$ cat config.mk
export PLATFORM = sky130hd
export DESIGN_NAME = mem_wb_stage
export DESIGN_NICKNAME = d
export VERILOG_FILES = /design/src/rtl/mips_mem_pkg.sv /design/src/rtl/mem_wb_stage_load_aligner.sv /design/src/rtl/mem_wb_stage.sv
export SDC_FILE = /design/constraint.sdc
export NUM_CORES = 1
export LEC_CHECK = 0
export ABC_AREA = 1
export ABC_CLOCK_PERIOD_IN_PS = 1950
export CAP_MARGIN = 10
export CORE_ASPECT_RATIO = 1.5
export CORE_UTILIZATION = 45
export CTS_BUF_LIST = sky130_fd_sc_hd__clkbuf_8
export CTS_CLUSTER_SIZE = 30
export DETAILED_ROUTE_END_ITERATION = 7
export GPL_TIMING_DRIVEN = 0
export PLACE_DENSITY = 0.93
export SLEW_MARGIN = 20
export SYNTH_ARGS = -nofsm -noshare
export SYNTH_HDL_FRONTEND = slang
export SYNTH_SLANG_ARGS = --single-unit
$ cat constraint.sdc
create_clock -name clock -period 1.95 [get_ports clock]
set_clock_uncertainty 0.15 [all_clocks]
set_input_delay 0.39 -clock clock [delete_from_list [all_inputs] [get_ports clock]]
set_output_delay 0.39 -clock clock [all_outputs]
set_load 0.005 [all_outputs]
$ cat src/rtl/mips_mem_pkg.sv
// Shared encodings for the MIPS32 memory/writeback stage: access sizes,
// FSM states and byte-enable patterns.
package mips_mem_pkg;

    localparam logic [1:0] SZ_BYTE = 2'b00;
    localparam logic [1:0] SZ_HALF = 2'b01;
    localparam logic [1:0] SZ_WORD = 2'b10;

    typedef enum logic {
        ST_IDLE   = 1'b0,
        ST_ACCESS = 1'b1
    } mem_state_t;

    localparam logic [3:0] BE_BYTE0   = 4'b0001;
    localparam logic [3:0] BE_HALF_LO = 4'b0011;
    localparam logic [3:0] BE_HALF_HI = 4'b1100;
    localparam logic [3:0] BE_WORD    = 4'b1111;

endpackage

$ cat src/rtl/mem_wb_stage_load_aligner.sv
// Load data alignment: selects the addressed byte/half lane of a read word
// and zero- or sign-extends it to 32 bits.
module load_aligner
    import mips_mem_pkg::*;
(
    input  logic [1:0]  addr,
    input  logic [1:0]  size,
    input  logic        sign_ext,
    input  logic [31:0] rdata,
    output logic [31:0] data
);

    logic [7:0]  byte_lane;
    logic [15:0] half_lane;

    always_comb begin
        byte_lane = rdata[{addr, 3'b000} +: 8];
        half_lane = addr[1] ? rdata[31:16] : rdata[15:0];
        case (size)
            SZ_BYTE: data = {{24{sign_ext & byte_lane[7]}}, byte_lane};
            SZ_HALF: data = {{16{sign_ext & half_lane[15]}}, half_lane};
            default: data = rdata;
        endcase
    end

endmodule

$ cat src/rtl/mem_wb_stage.sv
// MIPS32 memory-access stage and MEM/WB pipeline register.
// Optional macro MEM_ALIGN_EXC_EN: trap misaligned half/word accesses instead of issuing them.
module mem_wb_stage
    import mips_mem_pkg::*;
#(
    parameter int DMEM_TIMEOUT = 0,
    parameter int TIMEOUT_W    = 8
) (
    input  logic        clock,
    input  logic        reset,
    input  logic        ex_valid,
    input  logic        ex_mem_read,
    input  logic        ex_mem_write,
    input  logic [1:0]  ex_mem_size,
    input  logic        ex_mem_signed,
    input  logic [31:0] ex_alu_result,
    input  logic [31:0] ex_store_data,
    input  logic        ex_reg_write,
    input  logic [4:0]  ex_rt_rd,
    output logic        mem_stall,
    output logic        dmem_req,
    output logic        dmem_we,
    output logic [31:0] dmem_addr,
    output logic [3:0]  dmem_be,
    output logic [31:0] dmem_wdata,
    input  logic        dmem_ack,
    input  logic [31:0] dmem_rdata,
    output logic        wb_reg_write,
    output logic [4:0]  wb_rt_rd,
    output logic [31:0] wb_write_data,
    output logic        mem_error,
    output logic        mem_align_exc
);

    mem_state_t state, next_state;

    logic [31:0]          cap_addr;
    logic [31:0]          cap_store_data;
    logic [1:0]           cap_size;
    logic                 cap_signed;
    logic                 cap_load;
    logic                 cap_reg_write;
    logic [4:0]           cap_rt_rd;
    logic [TIMEOUT_W-1:0] wait_count;

    logic        is_mem;
    logic        align_fault;
    logic        start_access;
    logic        timeout_hit;
    logic [3:0]  store_be;
    logic [31:0] store_wdata;
    logic [31:0] load_data;

    assign is_mem = ex_mem_read | ex_mem_write;

`ifdef MEM_ALIGN_EXC_EN
    // Size 2'b11 is a word, so size[1] covers both word encodings.
    assign align_fault = (state == ST_IDLE) && ex_valid && is_mem &&
                         (((ex_mem_size == SZ_HALF) && ex_alu_result[0]) ||
                          (ex_mem_size[1] && (ex_alu_result[1:0] != 2'b00)));
    assign mem_align_exc = align_fault;
`else
    assign align_fault   = 1'b0;
    assign mem_align_exc = 1'b0;
`endif

    // An ack landing in the final allowed cycle completes normally.
    assign timeout_hit = (DMEM_TIMEOUT != 0) && !dmem_ack &&
                         (wait_count == TIMEOUT_W'(DMEM_TIMEOUT - 1));

    always_comb begin
        store_be    = BE_WORD;
        store_wdata = cap_store_data;
        case (cap_size)
            SZ_BYTE: begin
                store_be    = BE_BYTE0 << cap_addr[1:0];
                store_wdata = {4{cap_store_data[7:0]}};
            end
            SZ_HALF: begin
                store_be    = cap_addr[1] ? BE_HALF_HI : BE_HALF_LO;
                store_wdata = {2{cap_store_data[15:0]}};
            end
            default: ;
        endcase
    end

    load_aligner u_load_aligner (
        .addr     (cap_addr[1:0]),
        .size     (cap_size),
        .sign_ext (cap_signed),
        .rdata    (dmem_rdata),
        .data     (load_data)
    );

    always_ff @(posedge clock) begin
        if (reset) state <= ST_IDLE;
        else       state <= next_state;
    end

    always_comb begin
        next_state   = state;
        start_access = 1'b0;
        mem_stall    = 1'b0;
        mem_error    = 1'b0;
        dmem_req     = 1'b0;
        dmem_we      = 1'b0;
        dmem_addr    = 32'h0;
        dmem_be      = 4'h0;
        dmem_wdata   = 32'h0;
        case (state)
            ST_IDLE: begin
                if (ex_valid && is_mem && !align_fault) begin
                    start_access = 1'b1;
                    mem_stall    = 1'b1;
                    next_state   = ST_ACCESS;
                end
            end
            ST_ACCESS: begin
                dmem_req   = 1'b1;
                dmem_we    = !cap_load;
                dmem_addr  = {cap_addr[31:2], 2'b00};
                dmem_be    = store_be;
                dmem_wdata = store_wdata;
                if (dmem_ack) begin
                    next_state = ST_IDLE;
                end else if (timeout_hit) begin
                    mem_error  = 1'b1;
                    next_state = ST_IDLE;
                end else begin
                    mem_stall = 1'b1;
                end
            end
            default: next_state = ST_IDLE;
        endcase
    end

    // A simultaneous read and write request is handled as a load.
    always_ff @(posedge clock) begin
        if (reset) begin
            cap_addr       <= 32'h0;
            cap_store_data <= 32'h0;
            cap_size       <= SZ_BYTE;
            cap_signed     <= 1'b0;
            cap_load       <= 1'b0;
            cap_reg_write  <= 1'b0;
            cap_rt_rd      <= 5'd0;
            wait_count     <= '0;
        end else if (start_access) begin
            cap_addr       <= ex_alu_result;
            cap_store_data <= ex_store_data;
            cap_size       <= ex_mem_size;
            cap_signed     <= ex_mem_signed;
            cap_load       <= ex_mem_read;
            cap_reg_write  <= ex_reg_write;
            cap_rt_rd      <= ex_rt_rd;
            wait_count     <= '0;
        end else if ((state == ST_ACCESS) && !dmem_ack) begin
            wait_count <= wait_count + TIMEOUT_W'(1);
        end
    end

    always_ff @(posedge clock) begin
        if (reset) begin
            wb_reg_write  <= 1'b0;
            wb_rt_rd      <= 5'd0;
            wb_write_data <= 32'h0;
        end else if ((state == ST_IDLE) && ex_valid && !is_mem) begin
            wb_reg_write  <= ex_reg_write;
            wb_rt_rd      <= ex_rt_rd;
            wb_write_data <= ex_alu_result;
        end else if ((state == ST_ACCESS) && dmem_ack && cap_load) begin
            wb_reg_write  <= cap_reg_write;
            wb_rt_rd      <= cap_rt_rd;
            wb_write_data <= load_data;
        end else begin
            wb_reg_write  <= 1'b0;
            wb_rt_rd      <= 5'd0;
            wb_write_data <= 32'h0;
        end
    end

endmodule
---- Word-level counts from Yosys, hierarchy flattened ----
Index checks and enable logic that the tools add are counted.
storage, ports and cells
  bits in registers ....................... 113
  bits in latches ......................... 0
  memory bits (writable) .................. 0
  bits in read-only memories .............. 0
  output and inout port bits .............. 111
  memories ................................ 0
operators by class
  add/subtract/negate cells ............... 0
  multipliers ............................. 0
  div/mod/pow operators ................... 0
  $lt $le $gt $ge ......................... 0
  eq/ne operators ......................... 1
  shifts and indexed selects .............. 2
  mux-type cells .......................... 20
  bitwise gates (word level) .............. 4
  reduce and logical (&&, ||, !) cells .... 8
operator list
  cell                                                                   count
  32-bit two-way mux                                                     4
  32-bit case mux with 2 select lines                                    2
  32-bit by 6-bit indexed part select with 8-bit output                  1
  16-bit two-way mux                                                     1
  5-bit two-way mux                                                      2
  4-bit two-way mux                                                      2
  4-bit case mux with 2 select lines                                     1
  1-bit two-way mux                                                      7
  1-bit logical AND                                                      5
  1-bit by 2-bit left shift with 4-bit output, first input constant      1
  1-bit bitwise AND                                                      2
  2-bit by 1-bit equality test with 1-bit output, second input constant  1
  1-bit zero test                                                        2
  2-bit zero test                                                        1
  1-bit case mux with 2 select lines                                     1
  1-bit NOT                                                              1
  1-bit OR                                                               1

---- Longest topological paths before layout ----
  word-level depth ........................ 5
  depth in mapped cells ................... 10
  mapped depth without buffers ............ 8

---- Modules after synthesis ----
Synthesis repeated with hierarchy kept, for this count alone.
second synthesis, totals
  cell total of the unflattened synthesis .. 979
  area total of the unflattened synthesis .. 6189.7 µm²
modules (own cells, without submodules)
  module        times used  cells each  area each (µm²)
  mem_wb_stage  1           826         5335.1
  load_aligner  1           153         854.6

---- Worst setup path after synthesis ----
No wires, ideal clock.
  path kind ............................... register to output
  start point ............................. reg cap_size[1]
  end point ............................... out dmem_wdata[30]
  arrival ................................. 1.169 ns
  setup slack ............................. 0.241 ns
  cell stages (with the launch flop) ...... 7
  buffers on the path ..................... 3
  path through ............................ dfxtp_1 -> buf_6 -> inv_4 -> buf_2 -> clkbuf_1 -> o22ai_1 -> nor2_1
between the ends
  cells in the longest elaborated chain, start to end .. 3
  elaborated cells on any way between the ends .. 4
  those cells by class .................... eq/ne (1); mux (2); reduce/logical (1)
ends and longest elaborated chain
  element                                                                                   line                 RTL
  start: declaration                                                                        mem_wb_stage.sv:39   logic [1:0] cap_size;
  start signal: assignment                                                                  mem_wb_stage.sv:151  cap_size <= ex_mem_size;
  2-bit by 1-bit equality test with 1-bit output / 2-bit zero test (equally long branches)  mem_wb_stage.sv:74   case (cap_size)
  32-bit case mux with 2 select lines *                                                     mem_wb_stage.sv:74
  32-bit two-way mux *                                                                      mem_wb_stage.sv:110  case (state)
  end: declaration                                                                          mem_wb_stage.sv:25   output logic [31:0] dmem_wdata,
Every way passes the cells marked *; elsewhere a longest branch is shown, timed or not.

---- Final worst setup path ----
  start point ............................. reg cap_size[1]
  end point ............................... out dmem_wdata[19]
Same word-level chain as after synthesis.

==> insert_results.sql <==
INSERT INTO impl_metrics (metric_group, metric, value, unit) VALUES
('status', 'run_status', 'complete, but fails checks', ''),
('status', 'violated_checks', 'negative setup slack', ''),
('finish', 'synthToLayoutAreaGrowth', '71.60', '%'),
('hold_path', 'holdCritPathClass', 'flip-flop to flip-flop', ''),
('power_and_ir_drop', 'leakage', '4.176', 'nW'),
('logic_synthesis', 'synth.area.top_cells', 'sky130_fd_sc_hd__dfxtp_1 (42%), sky130_fd_sc_hd__nand2_1 (20%), sky130_fd_sc_hd__a21oi_1 (10%)', ''),
('logic_synthesis', 'number_of_enable_flip_flop_cells_after_synthesis', '0', ''),
('logic_synthesis', 'number_of_instances_in_the_synthesized_netlist', '798', ''),
('floorplanning', 'num_rows', '48', ''),
('timing', 'whs', '0.3218', 'ns'),
('worst_setup_path', 'critical_path.endpoint_type', 'output port', ''),
('route', 'routed_wl', '24.44', 'mm'),
('route', 'postRouteAntennaNets', '0', ''),
('clock_tree', 'cts_max_level', '4', ''),
('worst_setup_path', 'r2r-start', 'state', ''),
('clock_tree', 'clk-insertion-delay-late', '0.44', 'ns'),
('route', 'detail_route.vias_per_cell', '5.627', ''),
('timing', 'timing.final.hold_violations', '0', ''),
('worst_setup_path', 'critical_path.max_fanout', '5', ''),
('clock_tree', 'cts_hold_buf', '0', ''),
('timing', 'timing.final.setup_violations', '79', ''),
('timing', 'rsz_0062_raised_after_global_routing', 'true', ''),
('logic_synthesis', 'synthFlopType', 'sky130_fd_sc_hd__dfxtp_1', ''),
('logic_synthesis', 'synth.yosys.warnings', '0', ''),
('clock_tree', 'number_of_clock_sinks_seen_by_cts', '113', ''),
('place', 'place_ws', '-0.9015', 'ns'),
('place', 'numPortBuffers', '216', ''),
('logic_synthesis', 'register_bit_total_from_synthesis', '113', ''),
('finish', 'register_area', '2271', 'sq um'),
('global_route', 'first_global_vias', '6807', ''),
('timing', 'worst_slack', '-0.1804', 'ns'),
('timing', 'maxSlewViolCount', '0', ''),
('clock_tree', 'tritoncts_clock_tree', 'yes', ''),
('logic_synthesis', 'mapped_avg_cell_area', '6.764', 'sq um'),
('hold_path', 'worst_hold_path.endpoint', 'wb_rt_rd[2]', ''),
('global_route', 'global_route.overflow_total', '0', ''),
('logic_synthesis', 'synth_cell_types', '30', ''),
('place', 'total_instance_count_after_detailed_placement', '1167', ''),
('timing', 'period_needed', '2.130', 'ns'),
('place', 'hpwlAfterDp', '15.01', 'mm'),
('worst_setup_path', 'timing.setup.critical_path_class', 'flip-flop to output port', ''),
('floorplanning', 'design.core.area', '11590', 'sq um'),
('floorplanning', 'chipHeight', '136.1', 'microns'),
('place', 'gpl.final_weighted_congestion', '0.9510', ''),
('logic_synthesis', 'ys_seq_area_frac', '0.4191', ''),
('place', 'dpl_cell_area', '7759', 'sq um'),
('finish', 'finish.net_count', '1189', ''),
('finish', 'post-route-cell-area', '9263', 'sq um'),
('hold_path', 'worstHoldStart', 'cap_rt_rd[2]', ''),
('clock_tree', 'clk_pin_slew_worst_paths', '0.07', 'ns'),
('worst_setup_path', 'critPathLaunchType', 'flip-flop', ''),
('worst_setup_path', 'crit_required', '1.41', 'ns'),
('power_and_ir_drop', 'power.density_cell_area', '709.5', 'nW/um^2'),
('power_and_ir_drop', 'vdd_drop_max', '494.3', 'uV'),
('floorplanning', 'design.die.area', '12450', 'sq um'),
('run', 'max_cap_viol_count', '0', ''),
('floorplanning', 'design.portCount', '222', ''),
('global_route', 'grt_first_pass_wirelength', '34.58', 'mm'),
('clock_tree', 'cts_buffers', '17', ''),
('timing', 'fmax', '469.4', 'MHz'),
('worst_setup_path', 'regToRegEndpoint', 'wb_write_data[28]', ''),
('logic_synthesis', 'synth_top_cell_area_share', '0.4191', ''),
('route', 'routed-via-count', '6989', ''),
('hold_path', 'worst_hold_path.num_cells', '2', ''),
('route', 'drc_errors', '0', ''),
('global_route', 'track_usage', '0.3633', ''),
('clock_tree', 'cts.root.buffer_cell', 'sky130_fd_sc_hd__clkbuf_8', ''),
('timing', 'timing.slew.headroom', '0.5564', ''),
('logic_synthesis', 'yosysTopAreaCell', 'sky130_fd_sc_hd__dfxtp_1', ''),
('finish', 'filler_cells_inserted', '695', ''),
('worst_setup_path', 'ff2ff_setup_slack', '-0.01', 'ns');
==> worst max-delay path: stages (launching register included) <==
cell and delay [ns]:
sky130_fd_sc_hd__dfxtp_4 0.41, sky130_fd_sc_hd__inv_8 0.06, sky130_fd_sc_hd__buf_8 0.14, sky130_fd_sc_hd__buf_6 0.12, sky130_fd_sc_hd__clkbuf_16 0.16, sky130_fd_sc_hd__nor2_4 0.08
sky130_fd_sc_hd__nor2_1 0.06, sky130_fd_sc_hd__buf_2 0.12
==> kinds of logic after synthesis <==
group | synth area share
other | 0.0006947
AO/OA/AOI/OAI | 0.1868
buffers and inverters | 0.1080
AND/OR/NAND/NOR | 0.2854
flip-flops | 0.4191
==> power by group <==
| group | total [W] | internal, W | switching, W | leakage (nW) |
|---|---|---|---|---|
| registers | 0.00254 | 0.00242 | 0.000122 | 0.924 |
| clock network | 0.00246 | 0.00148 | 0.000978 | 0.229 |
| logic | 0.00158 | 0.000757 | 0.000819 | 3.02 |
| total | 0.00657 | 0.00465 | 0.00192 | 4.18 |
==> metal layers <==
metal | up-vias | wire length (microns) | global-route usage
met3 | 174 | 1890 | 0.07942
met2 | 534 | 12460 | 0.6591
met1 | 3179 | 7983 | 0.3589
met4 | 0 | 2108 | 0.2743
li1 | 3102 | - | -
met5 | - | 0 | 0
==> worst max path at each step <==
stage                      startpoint        endpoint  slack [ns]  cells after the start
final                     cap_size[1]  dmem_wdata[19]       -0.18                      7
after global placement          state  dmem_wdata[23]       -0.93                      5
after CTS                 cap_size[1]  dmem_wdata[12]       -0.19                      8
after detailed placement        state  dmem_wdata[23]       -0.90                      5
after global routing      cap_size[0]  dmem_wdata[31]       -0.24                      6
after floorplan           cap_size[1]  dmem_wdata[30]        0.24                      6
==> sequential cells by signal (all words and copies together), names as in the netlist <==
| name | cells |
|---|---|
| cap_addr | 32 |
| cap_load | 1 |
| cap_reg_write | 1 |
| cap_rt_rd | 5 |
| cap_signed | 1 |
| cap_size | 2 |
| cap_store_data | 32 |
| state | 1 |
| wb_reg_write | 1 |
| wb_rt_rd | 5 |
| wb_write_data | 32 |
==> placed cells by master (no fill, tap or decap), types with 3 or more instances in the layout <==
| cell | netlist | final |
|---|---|---|
| sky130_fd_sc_hd__a211oi_1 | 4 | 4 |
| sky130_fd_sc_hd__a21oi_1 | 112 | 108 |
| sky130_fd_sc_hd__a21oi_2 | 10 | 11 |
| sky130_fd_sc_hd__a21oi_4 | 0 | 3 |
| sky130_fd_sc_hd__buf_1 | 10 | 8 |
| sky130_fd_sc_hd__buf_12 | 1 | 4 |
| sky130_fd_sc_hd__buf_2 | 12 | 55 |
| sky130_fd_sc_hd__buf_4 | 7 | 24 |
| sky130_fd_sc_hd__buf_6 | 2 | 30 |
| sky130_fd_sc_hd__buf_8 | 0 | 13 |
| sky130_fd_sc_hd__bufinv_16 | 0 | 4 |
| sky130_fd_sc_hd__clkbuf_1 | 25 | 13 |
| sky130_fd_sc_hd__clkbuf_16 | 0 | 8 |
| sky130_fd_sc_hd__clkbuf_2 | 0 | 9 |
| sky130_fd_sc_hd__clkbuf_8 | 0 | 21 |
| sky130_fd_sc_hd__clkdlybuf4s50_1 | 0 | 146 |
| sky130_fd_sc_hd__conb_1 | 1 | 4 |
| sky130_fd_sc_hd__dfxtp_1 | 113 | 110 |
| sky130_fd_sc_hd__inv_1 | 67 | 49 |
| sky130_fd_sc_hd__inv_2 | 7 | 24 |
| sky130_fd_sc_hd__inv_4 | 1 | 3 |
| sky130_fd_sc_hd__nand2_1 | 282 | 245 |
| sky130_fd_sc_hd__nand2_2 | 6 | 23 |
| sky130_fd_sc_hd__nand2_4 | 1 | 20 |
| sky130_fd_sc_hd__nand3_1 | 16 | 16 |
| sky130_fd_sc_hd__nand3_2 | 12 | 12 |
| sky130_fd_sc_hd__nor2_1 | 45 | 19 |
| sky130_fd_sc_hd__nor2_2 | 2 | 19 |
| sky130_fd_sc_hd__nor2_4 | 0 | 9 |
| sky130_fd_sc_hd__o211ai_1 | 14 | 14 |
| sky130_fd_sc_hd__o21ai_1 | 8 | 10 |
| sky130_fd_sc_hd__o21ai_2 | 0 | 6 |
| sky130_fd_sc_hd__o21ai_4 | 0 | 8 |
| sky130_fd_sc_hd__o22ai_1 | 16 | 9 |
| sky130_fd_sc_hd__o22ai_4 | 0 | 5 |
==> synth_stat cells, types with 2 or more instances <==
cell type,n
sky130_fd_sc_hd__a211oi_1,4
sky130_fd_sc_hd__a21oi_1,112
sky130_fd_sc_hd__a21oi_2,10
sky130_fd_sc_hd__buf_1,10
sky130_fd_sc_hd__buf_2,12
sky130_fd_sc_hd__buf_4,7
sky130_fd_sc_hd__buf_6,2
sky130_fd_sc_hd__clkbuf_1,25
sky130_fd_sc_hd__dfxtp_1,113
sky130_fd_sc_hd__inv_1,67
sky130_fd_sc_hd__inv_2,7
sky130_fd_sc_hd__nand2_1,282
sky130_fd_sc_hd__nand2_2,6
sky130_fd_sc_hd__nand3_1,16
sky130_fd_sc_hd__nand3_2,12
sky130_fd_sc_hd__nand3_4,2
sky130_fd_sc_hd__nor2_1,45
sky130_fd_sc_hd__nor2_2,2
sky130_fd_sc_hd__nor3_1,2
sky130_fd_sc_hd__o211ai_1,14
sky130_fd_sc_hd__o21ai_0,17
sky130_fd_sc_hd__o21ai_1,8
sky130_fd_sc_hd__o22ai_1,16
==> area by class of cell <==
| class | count | share of cell area |
|---|---|---|
| multi-input cells | 554 | 0.3368 |
| repair buffers | 262 | 0.2684 |
| flip-flops and latches | 113 | 0.2452 |
| plain buffers | 53 | 0.04741 |
| inverters | 77 | 0.03418 |
| clock buffers | 20 | 0.02972 |
| well taps | 150 | 0.02026 |
| clock inverters | 12 | 0.01783 |
| diodes | 1 | 0.0002702 |
==> per-stage QoR <==
stage | TNS, ns | util
2_1_floorplan | 0 | -
3_3_place_gp | -58.35 | 0.6694
3_5_place_dp | -58.62 | 0.6694
4_1_cts | -5.939 | 0.7748
5_1_grt | -9.533 | 0.7991
6_report | -6.150 | 0.7991
==> timing repair <==
item | 4_1_cts | 5_1_grt
pin swaps | 42 | 21
gates cloned | 6 | 0
buffers inserted | 35 | 8
endpoints found under the hold margin | 0 | 0
endpoints found under the setup margin | 69 | 86
resized for setup | 443 | 113
Note: power is estimated with default switching activity, not from simulation.
